<file path="src/rtl/fetch_seq_pkg.sv">
`default_nettype none
// +------------------------------------------------------------------+
// | Module : fetch_seq_pkg                                           |
// | Brief  : Shared types and constants for the fetch sequencer.     |
// | Rev    : 1.0 - initial release                                   |
// +------------------------------------------------------------------+
package fetch_seq_pkg;

    typedef enum logic [1:0] {
        FETCH_OP = 2'd0,
        DECODE   = 2'd1,
        FETCH_D  = 2'd2,
        EXEC     = 2'd3
    } state_t;

    localparam int          c_step_w   = 3;
    localparam logic [15:0] c_reset_pc = 16'h0000;

    // Bit positions of the decoder's pc control field, MSB first.
    localparam int c_pc_lrc_bit = 3;
    localparam int c_pc_ini_bit = 2;
    localparam int c_pc_cub_bit = 1;
    localparam int c_pc_oe_bit  = 0;

endpackage : fetch_seq_pkg
`default_nettype wire

</file>
<file path="src/rtl/fetch_seq_pc_ctr.sv">
`default_nettype none
// +------------------------------------------------------------------+
// | Module : pc_ctr                                                  |
// | Brief  : Program counter with load, increment and modulo wrap.   |
// | Rev    : 1.0 - initial release                                   |
// +------------------------------------------------------------------+
module pc_ctr #(
    parameter int            AW       = 16,
    parameter logic [AW-1:0] RESET_PC = '0
) (
    input  logic          clk,
    input  logic          rst,
    input  logic          load,
    input  logic [AW-1:0] load_val,
    input  logic          inc,
    output logic [AW-1:0] pc
);

    logic [AW-1:0] r_pc;

    // Load wins over increment; the add wraps naturally at 2^AW.
    always_ff @(posedge clk) begin
        if (!rst) begin
            r_pc <= RESET_PC;
        end else if (load) begin
            r_pc <= load_val;
        end else if (inc) begin
            r_pc <= r_pc + AW'(1);
        end
    end

    assign pc = r_pc;

endmodule : pc_ctr
`default_nettype wire

</file>
<file path="src/rtl/fetch_seq.sv">
`default_nettype none
// +------------------------------------------------------------------+
// | Module : fetch_seq                                               |
// | Brief  : Instruction fetch and step sequencer feeding decoder.   |
// | Rev    : 1.0 - initial release                                   |
// +------------------------------------------------------------------+
module fetch_seq
    import fetch_seq_pkg::*;
#(
    parameter int            AW       = 16,
    parameter logic [AW-1:0] RESET_PC = AW'(c_reset_pc),
    parameter int            MAX_STEP = 7
) (
    input  logic                clk,
    input  logic                rst,
    output logic [AW-1:0]       mem_addr,
    output logic                mem_re,
    input  logic [7:0]          mem_rdata,
    input  logic                mem_ack,
    input  logic [1:0]          len,
    input  logic                pc_lrc,
    input  logic                pc_ini,
    input  logic                pc_cub,
    input  logic [AW-1:0]       jump_addr,
    output logic [7:0]          insn,
    output logic [7:0]          d1,
    output logic [7:0]          d2,
    output logic [7:0]          d3,
    output logic [c_step_w-1:0] is,
    output logic                exec,
    output logic [AW-1:0]       pc_q,
    output logic                fault
);

    state_t              r_state;
    state_t              w_state_nxt;
    logic                r_mem_re;
    logic                w_mem_re_nxt;
    logic [1:0]          r_k;
    logic [1:0]          r_n;
    logic [7:0]          r_insn;
    logic [7:0]          r_d1;
    logic [7:0]          r_d2;
    logic [7:0]          r_d3;
    logic [c_step_w-1:0] r_is;
    logic [AW-1:0]       w_pc;
    logic                w_ack;
    logic                w_in_exec;
    logic                w_last_step;
    logic                w_leave;
    logic                w_overflow;
    logic                w_pc_load;
    logic                w_pc_inc;

    // An ack only counts against a request we actually issued.
    assign w_ack       = r_mem_re & mem_ack;
    assign w_in_exec   = (r_state == EXEC);
    assign w_last_step = (r_is == c_step_w'(MAX_STEP));
    assign w_leave     = pc_lrc | pc_ini | w_last_step;
    assign w_overflow  = w_in_exec & ~pc_lrc & ~pc_ini & w_last_step;
    assign w_pc_load   = w_in_exec & pc_lrc;
    assign w_pc_inc    = (w_ack & ((r_state == FETCH_OP) | (r_state == FETCH_D)))
                       | (w_in_exec & ~pc_lrc & ~pc_ini & pc_cub & ~w_last_step);

    pc_ctr #(
        .AW       (AW),
        .RESET_PC (RESET_PC)
    ) u_pc_ctr (
        .clk      (clk),
        .rst      (rst),
        .load     (w_pc_load),
        .load_val (jump_addr),
        .inc      (w_pc_inc),
        .pc       (w_pc)
    );

    always_ff @(posedge clk) begin
        if (!rst) begin
            r_state  <= FETCH_OP;
            r_mem_re <= 1'b0;
        end else begin
            r_state  <= w_state_nxt;
            r_mem_re <= w_mem_re_nxt;
        end
    end

    always_comb begin
        w_state_nxt = r_state;
        case (r_state)
            FETCH_OP: if (w_ack) w_state_nxt = DECODE;
            DECODE:   w_state_nxt = (len == 2'd0) ? EXEC : FETCH_D;
            FETCH_D:  if (w_ack && ((r_n + 2'd1) == r_k)) w_state_nxt = EXEC;
            EXEC:     if (w_leave) w_state_nxt = FETCH_OP;
            default:  w_state_nxt = FETCH_OP;
        endcase
        // Request line follows the state we are about to enter.
        w_mem_re_nxt = (w_state_nxt == FETCH_OP) || (w_state_nxt == FETCH_D);
    end

    always_ff @(posedge clk) begin
        if (!rst) begin
            r_insn <= 8'h00;
            r_d1   <= 8'h00;
            r_d2   <= 8'h00;
            r_d3   <= 8'h00;
            r_k    <= 2'd0;
            r_n    <= 2'd0;
            r_is   <= '0;
        end else begin
            case (r_state)
                FETCH_OP: begin
                    if (w_ack) begin
                        r_insn <= mem_rdata;
                        r_d1   <= 8'h00;
                        r_d2   <= 8'h00;
                        r_d3   <= 8'h00;
                    end
                end
                DECODE: begin
                    r_k <= len;
                    r_n <= 2'd0;
                end
                FETCH_D: begin
                    if (w_ack) begin
                        case (r_n)
                            2'd0:    r_d1 <= mem_rdata;
                            2'd1:    r_d2 <= mem_rdata;
                            default: r_d3 <= mem_rdata;
                        endcase
                        r_n <= r_n + 2'd1;
                    end
                end
                EXEC: begin
                    r_is <= w_leave ? '0 : r_is + c_step_w'(1);
                end
                default: ;
            endcase
        end
    end

    assign mem_addr = w_pc;
    assign mem_re   = r_mem_re;
    assign insn     = r_insn;
    assign d1       = r_d1;
    assign d2       = r_d2;
    assign d3       = r_d3;
    assign is       = r_is;
    assign exec     = w_in_exec;
    assign pc_q     = w_pc;
    assign fault    = w_overflow;

endmodule : fetch_seq
`default_nettype wire
</file>
<file path="config.mk">
export PLATFORM = sky130hd
export DESIGN_NAME = fetch_seq
export DESIGN_NICKNAME = d
export VERILOG_FILES = /design/src/rtl/fetch_seq_pkg.sv /design/src/rtl/fetch_seq_pc_ctr.sv /design/src/rtl/fetch_seq.sv
export SDC_FILE = /design/constraint.sdc
export NUM_CORES = 1
export LEC_CHECK = 0
export BUFFER_PORTS_ARGS = -buffer_cell sky130_fd_sc_hd__buf_4
export CAP_MARGIN = 20
export CORE_ASPECT_RATIO = 1.25
export CORE_MARGIN = 2
export CORE_UTILIZATION = 50
export DETAILED_ROUTE_END_ITERATION = 6
export PLACE_DENSITY = 0.82
export SYNTH_ARGS = -nofsm -noshare
export SYNTH_HDL_FRONTEND = slang
export SYNTH_SLANG_ARGS = --single-unit
</file>
<file path="constraint.sdc">
create_clock -name clk -period 2.3 [get_ports clk]
set_clock_uncertainty 0.1 [all_clocks]
set_input_delay 0.115 -clock clk [delete_from_list [all_inputs] [get_ports clk]]
set_output_delay 0.115 -clock clk [all_outputs]
set_load 0.03 [all_outputs]
</file>
After elaboration in Yosys (flattened, before gate mapping)
Cells that the tools add are included.
{ "word_totals": {"register_bits": 58, "in_bits": 32, "out_inout_bits": 70, "word_cells": 75} }
{ "op_classes": {"n_reduce_logical": 15, "eq_ne": 12, "n_addsub": 3, "mux": 20, "bitwise": 15} }
{ "op_table": {"columns": ["cell", "count"], "rows": [
  ["8-bit two-way mux", 7],
  ["8-bit one-hot mux with 2 select lines", 3],
  ["16-bit two-way mux", 2],
  ["16-bit by 1-bit adder with 16-bit output (second input constant)", 1],
  ["4-bit AND reduction", 3],
  ["1-bit bitwise AND", 8],
  ["2-bit zero test", 4],
  ["2-bit two-way mux", 4],
  ["2-bit one-hot mux with 4 select lines", 1],
  ["2-bit == test (second input constant)", 3],
  ["2-bit != test (second input constant)", 3],
  ["2-bit nonzero test", 3],
  ["2-bit by 1-bit == test with 1-bit output (second input constant)", 2],
  ["2-bit by 1-bit != test with 1-bit output (second input constant)", 2],
  ["1-bit OR", 4],
  ["2-bit one-hot mux with 2 select lines", 1],
  ["2-bit AND reduction", 2],
  ["3-bit by 1-bit adder with 3-bit output (second input constant)", 1],
  ["3-bit == test (second input constant)", 1],
  ["3-bit two-way mux", 1],
  ["1-bit inverter", 3],
  ["2-bit by 1-bit adder with 2-bit output (second input constant)", 1],
  ["2-bit == test", 1],
  ["2-bit OR reduction", 1],
  ["other kinds (3)", 3]
]} }

Logic depth before layout (Yosys ltp)
Gate-level depths: netlist of run 1.
{ "logic_depth": {"ltp_word": 8, "depth_mapped": 8, "mapped_depth_nobuf": 6} }

Cells and area by module
Synthesis of run 1 repeated with hierarchy kept, for this count alone.
{ "hier_totals": {"hier_cells": 338, "hier_area_um2": 3041.7} }
{ "by_module_without_submodules": {"columns": ["mod", "seq_area_each_um2", "cells_each", "area_each_um2", "instances"], "rows": [
  ["fetch_seq", 840.8, 239, 2122.0, 1],
  ["pc_ctr", 320.3, 99, 919.6, 1]
]} }

Worst setup path before layout of run 1
Ideal clock, no wire load.
{ "synth_path": {"path_kind": "register to output", "start": "register r_is[0], in the netlist is[0]", "end": "output port fault", "stages_incl_launch_ff": 4, "arrival_time_ps": 1955, "slack_ps": 130, "required_ps": 2085, "path_buffers": 0, "cell_sequence": "dfxtp_1 ha_1 ha_1 nor4b_1"} }
{ "synth_between": {"elab_chain_cells": 2} }
{ "synth_lines": {"columns": ["item", "line", "source"], "rows": [
  ["start, declared", "fetch_seq.sv:45", "logic [c_step_w-1:0] r_is;"],
  ["start signal, assigned", "fetch_seq.sv:134", "r_is <= w_leave ? '0 : r_is + c_step_w'(1);"],
  ["3-bit == test", "fetch_seq.sv:58", "assign w_last_step = (r_is == c_step_w'(MAX_STEP));"],
  ["1-bit bitwise AND", "fetch_seq.sv:60", "assign w_overflow = w_in_exec & ~pc_lrc & ~pc_ini & w_last_step;"],
  ["end, declared", "fetch_seq.sv:32", "output logic fault"]
]} }
No other way between the ends.

Final worst setup path of run 1
{ "layout_path": {"start": "register r_is[0], in the netlist is[0]", "end": "register u_pc_ctr.r_pc[9], in the netlist u_pc_ctr.pc[9]"} }
{ "layout_between": {"elab_chain_cells": 5} }
{ "layout_lines": {"columns": ["item", "line", "source"], "rows": [
  ["3-bit == test", "fetch_seq.sv:58", null],
  ["1-bit inverter", "fetch_seq.sv:63", "| (w_in_exec & ~pc_lrc & ~pc_ini & pc_cub & ~w_last_step);"],
  ["1-bit bitwise AND", "fetch_seq.sv:63", null],
  ["1-bit OR", "fetch_seq.sv:63", null],
  ["2-bit nonzero test (no source line)", null, null],
  ["end signal, assigned", "fetch_seq_pc_ctr.sv:26", "r_pc <= load_val;"],
  ["end signal, assigned", "fetch_seq_pc_ctr.sv:28", "r_pc <= r_pc + AW'(1);"],
  ["end, declared", "fetch_seq_pc_ctr.sv:19", "logic [AW-1:0] r_pc;"]
]} }
No other way between the ends.
A chain may end at the register's enable or synchronous reset.

==> results of run 1 <==
-- metal layers --
| layer | part of all wire (%) | global-route usage [%] |
|---|---|---|
| met4 | 1.6 | 9.43 |
| met3 | 6.8 | 5.81 |
| met5 | 0 | 0 |
| met2 | 50 | 37.9 |
| met1 | 42 | 25.5 |
-- synth_stat cells (all sizes together) --
library cell,instances
a211oi,1
a21boi,9
a21o,3
a21oi,4
a22oi,2
a31o,1
a31oi,13
a32oi,1
a41oi,1
and2,11
and2b,1
and3,2
and3b,1
and4,2
and4bb,1
buf,22
clkbuf,9
clkinv,1
dfxtp,58
ha,5
inv,6
mux2i,28
nand2,26
nand2b,1
nand3,7
nand3b,1
nand4,4
nor2,5
nor2b,32
nor3,1
nor3b,1
nor4b,1
o21ai,18
o22ai,1
o31ai,10
o32ai,1
or3,2
or4,9
xnor2,2
xor2,1
-- worst paths after layout --
path                                           start                            to  slack [ns]  cells past startpoint
worst max register to register    is[0]$_SDFFE_PN0P_   u_pc_ctr.pc[9]$_SDFFE_PN0P_        0.12                      6
worst max-delay path              is[0]$_SDFFE_PN0P_   u_pc_ctr.pc[9]$_SDFFE_PN0P_        0.12                      6
worst min-delay path                   jump_addr[11]  u_pc_ctr.pc[11]$_SDFFE_PN0P_      0.0007                      3
worst min register to register  insn[6]$_SDFFE_PN0P_          insn[6]$_SDFFE_PN0P_        0.37                      2
-- report_power, final --
part	switching, mW	internal [mW]	leakage (nW)
clock	0.410	0.475	0.0944
combinational	0.149	0.140	1.07
sequential	0.0214	1.02	0.469
-- registers in the layout, indices dropped and copies added (netlist names) --
signal / count
insn: 8
r_k: 2
is: 3
d3: 8
d1: 8
d2: 8
r_state: 2
u_pc_ctr.pc: 16
mem_re: 1
r_n: 2
-- cell usage in the layout, fill, tap and decap left out, drive strengths merged, types with 3 or more instances in the layout --
cell type,count
buf,103
dfxtp,58
nor2b,32
mux2i,28
nand2,26
dlygate4sd3,21
o21ai,18
a31oi,13
clkbuf,12
and2,11
o31ai,10
a21boi,9
or4,9
nand3,7
inv,6
nor2,5
ha,5
nand4,4
a21oi,4
a21o,3
clkinv,3
-- metrics by stage --
stage | area, sq um | hold slack, ns | power, mW | instances
after floorplan | 2840 | 0.160 | 1.24 | 305
after global placement | 3490 | 0.275 | 1.32 | 441
after detailed placement | 3490 | 0.286 | 1.33 | 441
after CTS | 3890 | 0.000335 | 2.23 | 478
after global routing | 3890 | 0.0280 | 2.30 | 478
final | 3890 | 0.000668 | 2.22 | 478
-- final cells by class --
class | instances | area (sq um) | share of cell area (%)
inverters | 7 | 31.3 | 0.805
clock buffers | 12 | 165 | 4.25
repair buffers | 124 | 983 | 25.3
well taps | 64 | 80.1 | 2.06
multi-input cells | 209 | 1440 | 37.1
flip-flops and latches | 58 | 1160 | 29.9
clock inverters | 4 | 25.0 | 0.644
-- cells by family (layout without fill, tap and decap cells) --
group	Yosys count	after routing	synth area share [%]
adders and majority gates	5	5	2.21
and+or+nand+nor	108	108	22.3
muxes	28	28	9.88
DFF	58	58	40.9
buffers and inverters	38	147	8.25
xor gates and xnor gates	3	3	0.927
AOI/OAI and AO/OA	65	65	15.5
-- timing repair --
action,in CTS,in global routing
hold endpoints to repair,21,0
hold buffers,21,0
buffers inserted,0,0
resized for setup,0,0
-- critical path: cells and delay by family (launching register included) --
family | cells | cell delay [ns]
flops | 1 | 0.33
fa+ha+maj | 2 | 0.42
simple gates | 2 | 0.80
compound gates | 2 | 0.45
==> metrics.yaml, run 1 <==
outcome:
  status: "finished clean"
routing:
  drt_first_pass_iters: 4
  via_per_inst: 5.49
  num_vias: 2625
  finalWirelength_um: 6870
  wire_per_inst_um: 14.4
  drc: 0
  antenna_left: 0
  drtIter0Drc: 161
place:
  place_hpwl_um: 4660
  place_worst_setup_slack_ns: 0.148
  place_congestion: 0.794
  numPortBuffers: 101
logic_synthesis:
  synth-seq-cells: 58
  postSynthCellCount: 305
  synth_cell_types: 45
  synthTopCellsByArea: "dfxtp_1 41%, mux2i_1 9.9%, nor2b_1 7.1%"
  syn_avg_cell_area_sq_um: 9.30
  synthesis.nets: 342
  synth-seq-area-share_pct: 40.9
  yosysWarnings: 0
  synth_top_area_share_pct: 40.9
  syn-cell-area_sq_um: 2840
  synth_area_leader_cell: "dfxtp_1"
timing:
  drv_slew: 0
  rsz0062_at_grt: "no"
  setup_viol: 0
  slew_headroom_pct: 52.6
  setup_tns_ns: 0
  worst_pin_slew_ns: 0.710
  layout_setup_ws_ns: 0.119
  clock.fmax_ghz: 0.458
  fin_crit_ns: 2.18
  hold_viol: 0
  fin_crit_sh_pct: 94.8
die:
  die_h_um: 88.2
  die_w_um: 71.4
  start_util_pct: 52.1
  num_rows: 30
  coreArea_sq_um: 5440
  io_pins: 102
  die_area_sq_um: 6300
setup_path:
  cp_max_fo: 25
  worstPathCellList: "ha_1 > ha_1 > nor3_4 > a31oi_4 > or4_1 > a31oi_1"
  startpoint_type: "flop"
  crit_path_max_incr_delay_ns: 0.59
  required_ns: 2.46
  slowest_stage: "or4_1"
  crit_path_frequent_cell: "ha_1"
  endpoint_kind: "flop"
  cp_data_arrival_time_ns: 2.34
  path_class: "reg2reg"
finish:
  area_delta_synth_final_pct: 37.1
  diodes: 0
  fin_util_pct: 71.4
  nNetsFinal: 446
  nFillCells: 426
  layout-drive-gt1-share_pct: 30.4
power:
  p_leak_nw: 1.63
  power_density_nw_per_um2: 571
  ir_drop_uv: 285
clocking:
  cts_buffers: 9
  cts_tree: "built"
  htreeDepth: 3
  root_buffer: "clkbuf_8"
  cts.sinks: 58
  clk_pin_slew_worst_paths_ns: 0.07
  clock_latency_ns: 0.34
  clk_path_buf_depth: 2
global_route:
  grt_pass1_wl_um: 10900
  grt_usage_pct: 21.9
  grt_pass1_vias: 2408
  grt_antenna_before_repair: 0
  grt_max_degree: 60
  overflow: 0
worst_hold_path:
  hold_class: "in2reg"
run:
  cap_viol_max_count: 0
No activity file was read; power rests on OpenSTA's default activity.
==> inputs of run 2 (changes only) <==
ABC_AREA = 1   (was not set)
CORE_UTILIZATION = 49   (was 50)
PLACE_DENSITY = 0.81   (was 0.82)
==> metrics.yaml, run 2 <==
setup_path:
  cp_max_fo: 16
  path_class: "reg2reg"
  required_ns: 2.43
  path_buf_inv: 1
  cp_data_arrival_time_ns: 2.02
  endpoint_kind: "flop"
  crit_path_max_incr_delay_ns: 0.34
  slowest_stage: "dfxtp_1"
  crit_family: "simple AND/OR/NAND/NOR gates"
  startpoint_type: "flop"
  worstPathCellList: "ha_1 > ha_1 > inv_1 > nand2_1 > nor2_4 > nand2_1 > nand2_4 > o21ai_0 > o21ai_0 > nor2_1"
finish:
  area_delta_synth_final_pct: 36.7
  final_cell_mix: "104 x buf_4, 70 x nor2_1, 62 x nand2_1"
  largest_register_ffs: 16
  fin_util_pct: 70.4
  diodes: 0
  nNetsFinal: 534
  layout-drive-gt1-share_pct: 26.3
  layout_commonest_cell: "buf_4"
outcome:
  status: "finished clean"
logic_synthesis:
  synth_area_leader_cell: "dfxtp_1"
  synthesis.nets: 435
  synth-seq-cells: 58
  synthTopCellsByCount: "70 x nor2_1, 62 x nand2_1, 58 x dfxtp_1, 58 x o21ai_0, 37 x a21oi_1"
  synth_flop_cell: "dfxtp_1"
  syn_avg_cell_area_sq_um: 7.09
  synthTopCellsByArea: "dfxtp_1 41%, o21ai_0 10%, nor2_1 9.3%"
  postSynthCellCount: 398
  yosysMostFrequentCell: "nor2_1"
  synth-async-reset-ratio_pct: 0
  synth_edf_count: 0
  synth_top_area_share_pct: 41.2
  synth-seq-area-share_pct: 41.2
  synth_cell_types: 27
  yosysWarnings: 0
  syn-cell-area_sq_um: 2820
clocking:
  post_cts_buffers: 0
  cts_resized: 0
  root_buffer: "clkbuf_8"
  htreeDepth: 3
  cts.sinks: 58
  cts_buffers: 9
  clock_latency_ns: 0.35
  clk_path_buf_depth: 2
  cts_tree: "built"
  clk_pin_slew_worst_paths_ns: 0.07
global_route:
  grt_pass1_vias: 2798
  grt_pass1_wl_um: 12600
  grt_max_degree: 48
  grt_usage_pct: 25.0
  overflow: 0
  grt_antenna_before_repair: 0
routing:
  wire_per_inst_um: 13.7
  drt_first_pass_iters: 4
  finalWirelength_um: 7780
  num_vias: 2942
  drtIter0Drc: 161
  via_per_inst: 5.20
  antenna_left: 0
  drc: 0
die:
  coreArea_sq_um: 5480
  die_area_sq_um: 6380
  num_rows: 30
  start_util_pct: 51.5
  die_h_um: 88.8
  die_w_um: 71.9
  io_pins: 102
timing:
  fin_crit_sh_pct: 82.2
  drv_slew: 0
  hold_viol: 0
  rsz0062_at_grt: "no"
  setup_tns_ns: 0
  fin_crit_ns: 1.89
  setup_viol: 0
  slew_headroom_pct: 67.8
  clock.fmax_ghz: 0.529
  timing.hold.ws_ns: 0.00936
  worst_pin_slew_ns: 0.483
  layout_setup_ws_ns: 0.409
power:
  p_leak_nw: 1.80
  ir_drop_uv: 597
  fin_total_pwr_mw: 2.64
  power_density_nw_per_um2: 684
worst_hold_path:
  hold_class: "in2reg"
run:
  cap_viol_max_count: 0
place:
  place_hpwl_um: 5530
  numPortBuffers: 101
  place_congestion: 0.860
  place_worst_setup_slack_ns: 0.451
==> run 2: what timing repair did <==
action	in CTS	in global routing
setup endpoints to repair	0	0
hold endpoints to repair	15	0
hold buffers	15	0
==> run 2: per-layer routing <==
metal	GRT usage, %	routed length [um]	part of all wire [%]
met1	26.7	2900	37
met2	46.5	4070	52
met3	7.40	609	7.8
met4	9.26	204	2.6
met5	0	0	0
==> run 2: metrics by stage <==
step | cell area (sq um) | cells
after global placement | 3480 | 535
after floorplan | 2820 | 398
final | 3860 | 566
after global routing | 3860 | 566
after detailed placement | 3480 | 535
after CTS | 3860 | 566
==> run 2: cell families (layout without fill, tap and decap cells) <==
kind of cell | after synthesis | after routing | share of synthesized area, %
AO/OA/AOI/OAI | 102 | 102 | 18.5
buffers and inverters | 68 | 172 | 12.4
AND/OR/NAND/NOR | 159 | 159 | 23.9
flip-flops | 58 | 58 | 41.2
XOR/XNOR | 6 | 6 | 1.86
adder cells (fa/ha/maj) | 5 | 5 | 2.22
==> run 2: power breakdown <==
group / switching, mW / internal, mW / total [mW]
sequential: 0.0445 / 1.06 / 1.11
clock: 0.452 / 0.616 / 1.07
combinational: 0.282 / 0.180 / 0.462
total: 0.778 / 1.86 / 2.64
==> run 2: worst min-delay path: stages <==
cell      delay (ns)
buf_4           0.08
o211ai_1        0.08
a21oi_1         0.14
==> run 2: area by class of cell <==
| class | count | area, sq um |
|---|---|---|
| multi-input cells | 272 | 1310 |
| fillers | 455 | 1620 |
| inverters | 37 | 149 |
| clock inverters | 7 | 101 |
| clock buffers | 9 | 124 |
| repair buffers | 119 | 931 |
| well taps | 64 | 80.1 |
| flip-flops and latches | 58 | 1160 |
==> run 2: worst paths after layout <==
path | cells past startpoint | slack, ns | start | endpoint
max | 10 | 0.41 | is[0]$_SDFFE_PN0P_ | u_pc_ctr.pc[11]$_SDFFE_PN0P_
min | 3 | 0.009 | jump_addr[3] | u_pc_ctr.pc[3]$_SDFFE_PN0P_
max reg2reg | 10 | 0.41 | is[0]$_SDFFE_PN0P_ | u_pc_ctr.pc[11]$_SDFFE_PN0P_
min reg2reg | 2 | 0.36 | r_n[1]$_SDFFE_PN0P_ | r_n[1]$_SDFFE_PN0P_
==> inputs of run 3 (changes only) <==
CORE_UTILIZATION = 45   (was 49)
PLACE_DENSITY = 0.78   (was 0.81)
clock period = 1.6 ns   (was 2.3 ns; I/O delays follow)
==> metrics.yaml, run 3 (synthesized netlist as in run 2, its figures left out) <==
place:
  place_inst: 580
  numPortBuffers: 101
  dpl-instance-area_sq_um: 3740
  place_congestion: 0.918
  place_hpwl_um: 5750
  place_worst_setup_slack_ns: -0.0635
timing:
  fin_crit_ns: 1.68
  setup_viol: 4
  worst_pin_slew_ns: 0.430
  clock.fmax_ghz: 0.596
  fin_crit_sh_pct: 105
  slew_headroom_pct: 71.3
  setup_tns_ns: -0.164
  rsz0062_at_grt: "yes"
  layout_setup_ws_ns: -0.0771
  hold_viol: 0
  timing.hold.ws_ns: 0.00497
  drv_slew: 0
global_route:
  overflow: 0
  grt_usage_pct: 24.8
  grt_pass1_vias: 3040
  grt_antenna_before_repair: 0
  grt_max_degree: 40
  grt_pass1_wl_um: 13300
outcome:
  status: "finished with violations"
  violations: "setup timing"
clocking:
  clock_latency_ns: 0.34
  cts_buffers: 9
  clk_pin_slew_worst_paths_ns: 0.07
  cts.sinks: 58
  cts_tree: "built"
  htreeDepth: 3
  clk_path_buf_depth: 2
  root_buffer: "clkbuf_8"
setup_path:
  regToRegSetupSlack_ns: -0.04
  r2r_end: "u_pc_ctr.pc[11]$_SDFFE_PN0P_"
  cp_max_fo: 2
  reg2reg_from: "is[0]$_SDFFE_PN0P_"
  worstRegToRegCells: 11
  cp_data_arrival_time_ns: 1.50
  startpoint_type: "flop"
  path_class: "reg2out"
  required_ns: 1.42
  endpoint_kind: "output port"
finish:
  layout_commonest_cell: "buf_4"
  instances_no_fill: 628
  largest_register_ffs: 16
  fin_util_pct: 71.8
  final_cell_mix: "136 x buf_4, 62 x nor2_1, 60 x nand2_1"
  nNetsFinal: 575
  layout-drive-gt1-share_pct: 37.6
  diodes: 0
  fin_area_sq_um: 4400
  area_delta_synth_final_pct: 55.8
die:
  num_rows: 32
  die_area_sq_um: 6920
  die_w_um: 74.8
  io_pins: 102
  coreArea_sq_um: 6130
  die_h_um: 92.5
  start_util_pct: 46.1
power:
  p_sw_mw: 1.17
  fin_total_pwr_mw: 4.01
  ir_drop_uv: 790
  p_leak_nw: 2.05
  combPwrFrac_pct: 19.5
  power_frac_seq_pct: 39.6
  power_density_nw_per_um2: 912
  intPower_mw: 2.84
  pwr-share-clk_pct: 40.9
  netSwitchingFraction_pct: 29.1
worst_hold_path:
  hold_class: "in2reg"
  worst_hold_path.endpoint: "u_pc_ctr.pc[10]$_SDFFE_PN0P_"
  hold_path_depth: 5
  min-delay-start: "jump_addr[10]"
routing:
  drtIter0Drc: 213
  finalWirelength_um: 8920
  num_vias: 3211
  via_per_inst: 5.11
  drc: 0
  antenna_left: 0
  wire_per_inst_um: 14.2
  drt_first_pass_iters: 5
run:
  cap_viol_max_count: 0
## run 3: final cells by class
type                       count  area [sq um]
fill                         469          1730
multi-input combinational    273          1450
timing repair buffer         159          1260
sequential                    58          1170
inverter                      37           156
clock buffer                  10           149
tap                           85           106
clock inverter                 6          95.1
## run 3: metal layers
metal  share of wire, %  vias to the layer above  track usage, %
met5                  0                        -               0
met4                2.5                        0            10.9
met3                6.9                       26            6.64
met2                 54                      137            45.2
met1                 36                     1483            25.6
li1                   -                     1565               -
## run 3: how the worst max path moves through the flow
| stage | to | slack [ns] | cells after the start | startpoint |
|---|---|---|---|---|
| final | fault | -0.08 | 6 | is[0]$_SDFFE_PN0P_ |
| after global placement | u_pc_ctr.pc[15]$_SDFFE_PN0P_ | -0.02 | 11 | is[1]$_SDFFE_PN0P_ |
| after global routing | u_pc_ctr.pc[1]$_SDFFE_PN0P_ | -0.15 | 10 | is[0]$_SDFFE_PN0P_ |
| after floorplan | u_pc_ctr.pc[14]$_SDFFE_PN0P_ | -0.05 | 12 | is[1]$_SDFFE_PN0P_ |
| after detailed placement | u_pc_ctr.pc[12]$_SDFFE_PN0P_ | -0.06 | 11 | is[0]$_SDFFE_PN0P_ |
| after CTS | fault | -0.11 | 6 | is[1]$_SDFFE_PN0P_ |
## run 3: worst max-delay path, stage by stage (launching register included)
cell	delay, ns
dfxtp_4	0.37
ha_4	0.14
ha_4	0.11
inv_2	0.04
buf_6	0.10
nor4_4	0.20
buf_4	0.20
## run 3: power by group through the flow
stage / sequential, mW / clock [mW] / combinational (mW)
after floorplan: 1.77 / 0 / 0.248
after global placement: 1.61 / 0 / 0.663
after detailed placement: 1.61 / 0 / 0.674
after CTS: 1.58 / 1.66 / 0.738
after global routing: 1.59 / 1.72 / 0.839
final: 1.59 / 1.64 / 0.783
## run 3: timing repair
item                                    4_1_cts  5_1_grt
setup buffers                                 4        8
pin swaps                                     4       13
endpoints found under the setup margin       19       38
hold buffers                                 17        0
gates resized for setup                      10       36
gates cloned                                  2        1
hold endpoints to repair                     28        0
